File: src/rtl/popcount_pipe.sv
// ---------------------------------------------------------------------------
// popcount_pipe
//
// Pipelined population count with a valid/ready stream interface and an
// optional per-packet accumulate mode with saturation.
//
// Each accepted word walks through LAT registered adder-tree levels. A final
// output register either presents the word's count directly (mode 0) or folds
// it into a saturating accumulator that is reported on the packet's last beat
// (mode 1). The whole pipe stalls as one unit when the output is held.
//
// Parameters
//   IN_W   input word width in bits (1..256)
//   ACC_W  accumulator / result width (must be >= CNT_W)
//
// Ports
//   clk        rising-edge clock
//   rst_n      asynchronous active-low reset
//   in_valid   input beat valid
//   in_ready   input beat accepted when in_valid && in_ready
//   in_data    word whose set bits are counted
//   in_last    final beat of a packet (mode 1 only)
//   in_mode    0 = per-word count, 1 = accumulate; travels with the beat
//   out_valid  result valid
//   out_ready  downstream accept
//   out_count  result, zero-extended to ACC_W
//   out_sat    result was clamped (mode 1 only, 0 in mode 0)
// ---------------------------------------------------------------------------
module popcount_pipe #(
  parameter int IN_W  = 7,
  parameter int ACC_W = 16
) (
  input  logic             clk,
  input  logic             rst_n,
  input  logic             in_valid,
  output logic             in_ready,
  input  logic [IN_W-1:0]  in_data,
  input  logic             in_last,
  input  logic             in_mode,
  output logic             out_valid,
  input  logic             out_ready,
  output logic [ACC_W-1:0] out_count,
  output logic             out_sat
);

  localparam int CNT_W = $clog2(IN_W + 1);
  localparam int LAT   = ($clog2(IN_W) < 1) ? 1 : $clog2(IN_W);
  // Number of pair sums produced by any level; later levels use a prefix of it.
  localparam int HALF  = (IN_W + 1) / 2;

  if (IN_W < 1 || IN_W > 256) begin : g_bad_in_w
    $error("popcount_pipe: IN_W must be in 1..256");
  end
  if (ACC_W < CNT_W) begin : g_bad_acc_w
    $error("popcount_pipe: ACC_W must be >= clog2(IN_W+1)");
  end

  // Every tree level is stored as IN_W+1 entries of CNT_W bits. Entries past
  // the live count of a level are always zero, so an odd leftover element is
  // simply added to a zero neighbour and passes through unchanged.
  logic [CNT_W-1:0] tree_d [LAT][IN_W+1];
  logic [CNT_W-1:0] tree_q [LAT][IN_W+1];
  logic [LAT-1:0]   vld_q;
  logic [LAT-1:0]   mode_q;
  logic [LAT-1:0]   last_q;

  logic [IN_W:0]    bits_pad;
  logic             advance;

  logic [ACC_W-1:0] acc_q;
  logic             sticky_q;
  logic [CNT_W-1:0] word_cnt;
  logic [ACC_W:0]   acc_sum;
  logic             add_sat;
  logic [ACC_W-1:0] acc_next;

  // Sums at level lv need at most lv+2 bits. Masking the rest lets synthesis
  // drop the upper bits of the early levels, so widths grow one bit per level.
  function automatic logic [CNT_W-1:0] level_mask(input int lv);
    logic [CNT_W-1:0] m;
    m = '0;
    for (int b = 0; b < CNT_W; b++) begin
      if (b < lv + 2) m[b] = 1'b1;
    end
    return m;
  endfunction

  // The whole pipe moves together; only a held output result can stop it.
  assign advance  = !(out_valid && !out_ready);
  assign in_ready = advance;

  assign bits_pad = {1'b0, in_data};

  always_comb begin
    for (int lv = 0; lv < LAT; lv++) begin
      for (int i = 0; i <= IN_W; i++) begin
        tree_d[lv][i] = '0;
      end
    end
    for (int i = 0; i < HALF; i++) begin
      tree_d[0][i] = (CNT_W'(bits_pad[2*i]) + CNT_W'(bits_pad[2*i+1])) & level_mask(0);
    end
    for (int lv = 1; lv < LAT; lv++) begin
      for (int i = 0; i < HALF; i++) begin
        tree_d[lv][i] = (tree_q[lv-1][2*i] + tree_q[lv-1][2*i+1]) & level_mask(lv);
      end
    end
  end

  // Bubbles shift along with real beats; mode and last ride beside each level.
  always_ff @(posedge clk or negedge rst_n) begin
    if (!rst_n) begin
      for (int lv = 0; lv < LAT; lv++) begin
        for (int i = 0; i <= IN_W; i++) begin
          tree_q[lv][i] <= '0;
        end
      end
      vld_q  <= '0;
      mode_q <= '0;
      last_q <= '0;
    end else if (advance) begin
      for (int lv = 0; lv < LAT; lv++) begin
        for (int i = 0; i <= IN_W; i++) begin
          tree_q[lv][i] <= tree_d[lv][i];
        end
      end
      vld_q[0]  <= in_valid;
      mode_q[0] <= in_mode;
      last_q[0] <= in_last;
      for (int lv = 1; lv < LAT; lv++) begin
        vld_q[lv]  <= vld_q[lv-1];
        mode_q[lv] <= mode_q[lv-1];
        last_q[lv] <= last_q[lv-1];
      end
    end
  end

  assign word_cnt = tree_q[LAT-1][0];

  // One extra bit catches the carry out; the sum can never exceed twice the
  // accumulator range, so a single carry bit is enough to detect a clamp.
  assign acc_sum  = {1'b0, acc_q} + (ACC_W+1)'(word_cnt);
  assign add_sat  = acc_sum[ACC_W];
  assign acc_next = add_sat ? '1 : acc_sum[ACC_W-1:0];

  // Mode 0 beats bypass the accumulator so an open mode-1 packet survives
  // interleaved single-word counts.
  always_ff @(posedge clk or negedge rst_n) begin
    if (!rst_n) begin
      out_valid <= 1'b0;
      out_count <= '0;
      out_sat   <= 1'b0;
      acc_q     <= '0;
      sticky_q  <= 1'b0;
    end else if (advance) begin
      out_valid <= 1'b0;
      if (vld_q[LAT-1]) begin
        if (!mode_q[LAT-1]) begin
          out_valid <= 1'b1;
          out_count <= ACC_W'(word_cnt);
          out_sat   <= 1'b0;
        end else if (last_q[LAT-1]) begin
          out_valid <= 1'b1;
          out_count <= acc_next;
          out_sat   <= sticky_q | add_sat;
          acc_q     <= '0;
          sticky_q  <= 1'b0;
        end else begin
          acc_q     <= acc_next;
          sticky_q  <= sticky_q | add_sat;
        end
      end
    end
  end

endmodule

File: config.mk
export PLATFORM = sky130hd
export DESIGN_NAME = popcount_pipe
export DESIGN_NICKNAME = d
export VERILOG_FILES = /design/src/rtl/popcount_pipe.sv
export SDC_FILE = /design/constraint.sdc
export NUM_CORES = 1
export LEC_CHECK = 0
export ABC_AREA = 1
export BUFFER_PORTS_ARGS = -buffer_cell sky130_fd_sc_hd__clkbuf_2
export CORE_ASPECT_RATIO = 0.7
export CORE_MARGIN = 1.5
export CORE_UTILIZATION = 53
export CTS_BUF_LIST = sky130_fd_sc_hd__clkbuf_16
export CTS_CLUSTER_DIAMETER = 200
export DETAILED_ROUTE_END_ITERATION = 10
export GPL_TIMING_DRIVEN = 0
export PLACE_DENSITY = 0.76
export SLEW_MARGIN = 20
export SYNTH_ARGS = -nofsm -noshare
export SYNTH_HDL_FRONTEND = slang
export SYNTH_SLANG_ARGS = --single-unit
File: constraint.sdc
create_clock -name clk -period 1.8 [get_ports clk]
set_clock_uncertainty 0.1 [all_clocks]
set_input_delay 0.36 -clock clk [delete_from_list [all_inputs] [get_ports clk]]
set_output_delay 0.36 -clock clk [all_outputs]
set_load 0.005 [all_outputs]
==> impl_metrics.ini <==
[logic_synthesis]
synth-compound-area-share = 0.0448
synth_top_family_by_area = simple AND/OR/NAND/NOR gates
synthTopCellsByArea = dfrtp_1 (50%), nand2_1 (15%), mux2_2 (4.9%), ha_1 (4.1%), nor2_1 (3.7%)
ys_types = 25
synth_most_common_cell = nand2_1
synth_fp_nets = 371
yosysTopAreaCell = dfrtp_1
synth_top_area_frac = 0.498
avgSynthCellArea_um2 = 8.75
synth_edf_count = 0
ys.flop_type = dfrtp_1
syn_area_um2 = 3020
syn_inst = 345
async_flop_share = 1.00
synth_xor_area_frac = 0.0203
ys_seq_elements = 60
yosys-mux-area-fraction = 0.0485
synth_warnings = 0
synth-simple-area-share = 0.270
synthTopCellsByCount = nand2_1 (124), dfrtp_1 (60), nor2_1 (30), inv_1 (28), o21ai_0 (20)
synthAdderAreaFrac = 0.0614
yosysSeqAreaShare = 0.498

[final_layout]
final_nets = 426
num_antenna_cells = 0
drive_gt1_frac = 0.302
final_cell_count_no_fill = 476
nFillCells = 350
design_area_um2 = 3890
final_util = 0.725
area_growth_pct = 28.9

[placement]
dpl.cell_count = 449
numPortBuffers = 31
dpl_cell_area_um2 = 3290
hpwl_mm = 4.71
place_congestion = 0.902

[power_and_ir_drop]
ir_drop_v = 0.000977
p_leak_nw = 1.98
power_density_nw_per_um2 = 1390

[critical_path]
cp.buffers_inverters = 2
crit_start = acc_q[0]
end_kind = flip-flop
r2r-start = acc_q[0]
max_stage_delay_ns = 0.42
path_delay_family = adder cells
slowest_stage = dfrtp_1
critPathRequiredTime_ns = 1.92
cp.arrival_ns = 2.10
crit_fanout = 5
critical_path_class = flip-flop to flip-flop
start_kind = flip-flop
path_cells = ha_4 -> fa_2 -> nand2_2 -> nand2_4 -> nand3_4 -> nor2_4 -> inv_4 -> buf_8 -> nand3_4 -> nand2_2 -> nand2_1

[timing]
max_freq_ghz = 0.503
fin_ws_ns = -0.186
hold_violations = 0
tns_ns = -4.02
rsz0062_at_grt = true
worst_pin_slew_ns = 0.539
setup_viol = 32
min_period_ns = 1.99
period_share = 1.10
max_slew_margin = 0.641
maxSlewViolCount = 0

[routing]
drt-initial-drc-count = 203
ant_nets = 0
num_vias = 2522
drc = 0
via_per_inst = 5.30
wl_per_cell_um = 15.4
wl_mm = 7.34
dr.pass1.iters = 4

[worst_hold_path]
min_from = in_valid
worstHoldPathType = input pin to flip-flop

[global_route]
grt_max_degree = 32
grt_overflow = 0
grt_use_total = 0.269
antenna_found_initial = 0
grt_pass1_wl_mm = 12.1
grt_pass1_vias = 2502

[status]
violations = setup timing
run_status = finished with violations

[cts]
cts_made_buffers = 9
clkSinkCount = 60
cts_htree_levels = 3
root_buffer = clkbuf_16
clk_pin_slew_ns = 0.05
clock_path_buffers = 2
clk_latency_ns = 0.33
cts_tree = built

[floorplanning]
rows = 22
io_pins = 32
start_util = 0.562
die_h_um = 66.1
die_area_um2 = 6160
die-width_um = 93.2
coreArea_um2 = 5370

[flow_run]
maxCapViolCount = 0
-- per-stage QoR --
step                setup slack (ns)  power (mW)  hold WS, ns
floorplan                     0.0151        2.92      -0.0356
global placement              -0.197        3.32        0.362
detailed placement            -0.221        3.41        0.252
CTS                           -0.104        5.27        0.143
global route                  -0.254        5.72        0.149
finish                        -0.186        5.41        0.146
-- layout make-up --
class                      count  area, µm²  area share
buffer                        10       67.6      0.0174
clock buffer                   9        225      0.0579
clock inverter                 6       56.3      0.0145
inverter                      30        115      0.0296
multi-input combinational    245       1540       0.396
sequential                    60       1500       0.386
tap                           72       90.1      0.0232
timing repair buffer          44        294      0.0756
-- power breakdown --
part	total [mW]	internal, mW	switching [mW]	leakage (nW)
Clock	1.62	1.05	0.578	0.130
Sequential	1.91	1.67	0.239	0.779
Combinational	1.87	0.774	1.10	1.07
-- flip-flops by register name (all words and copies together), names as in the netlist --
name	flops
tree_q	13
last_q	3
word_cnt	3
vld_q	3
acc_q	16
out_count	16
sticky_q	1
out_valid	1
mode_q	3
out_sat	1
-- kinds of logic after synthesis --
family / after synthesis
adders and majority gates: 13
and+or+nand+nor: 185
muxes: 13
DFF: 60
AOI/OAI and AO/OA: 27
buffers and inverters: 40
xor gates and xnor gates: 7
-- placed cells by master (no fill, tap or decap), types with 4 or more instances in the layout --
cell type	instances
clkinv_1	4
ha_1	8
buf_4	9
nor2_4	7
o21ai_0	17
nand4_1	5
dfrtp_1	59
nor2_1	24
nand2_2	20
inv_1	27
a21oi_1	7
clkbuf_1	4
nand3_4	8
mux2_2	13
nand3_1	6
nand2_1	107
clkbuf_2	32
clkbuf_16	9
-- layer usage --
metal / GRT usage / part of all wire / up-vias
met5: 0 / 0 / -
met4: 0.0871 / 0.011 / 0
met1: 0.369 / 0.46 / 1232
met3: 0.0701 / 0.059 / 11
li1: - / - / 1199
met2: 0.421 / 0.47 / 80
-- repair_timing --
item,4_1_cts,5_1_grt
hold buffers,1,0
resized for setup,21,32
gates cloned,1,0
buffers inserted,7,3
setup endpoints to repair,26,39
hold endpoints to repair,29,0
pin swaps,8,8
-- final timing paths --
check | end | slack [ns] | depth (start not counted)
setup / recovery | acc_q[12] | -0.19 | 11
hold / removal | vld_q[0] | 0.15 | 3
setup reg to reg | acc_q[12] | -0.19 | 11
hold reg to reg | out_count[12] | 0.38 | 2
max in group asynchronous | out_count[13] | 0.66 | 3
min in group asynchronous | out_valid | 0.43 | 2
-- worst register-to-register path, cell delays in order, from the launching register on --
cell     delay, ns
dfrtp_1       0.42
ha_4          0.20
fa_2          0.37
nand2_2       0.10
nand2_4       0.06
nand3_4       0.08
nor2_4        0.07
inv_4         0.09
buf_8         0.14
nand3_4       0.10
nand2_2       0.09
nand2_1       0.04
Power figures use the tool's default switching activity.
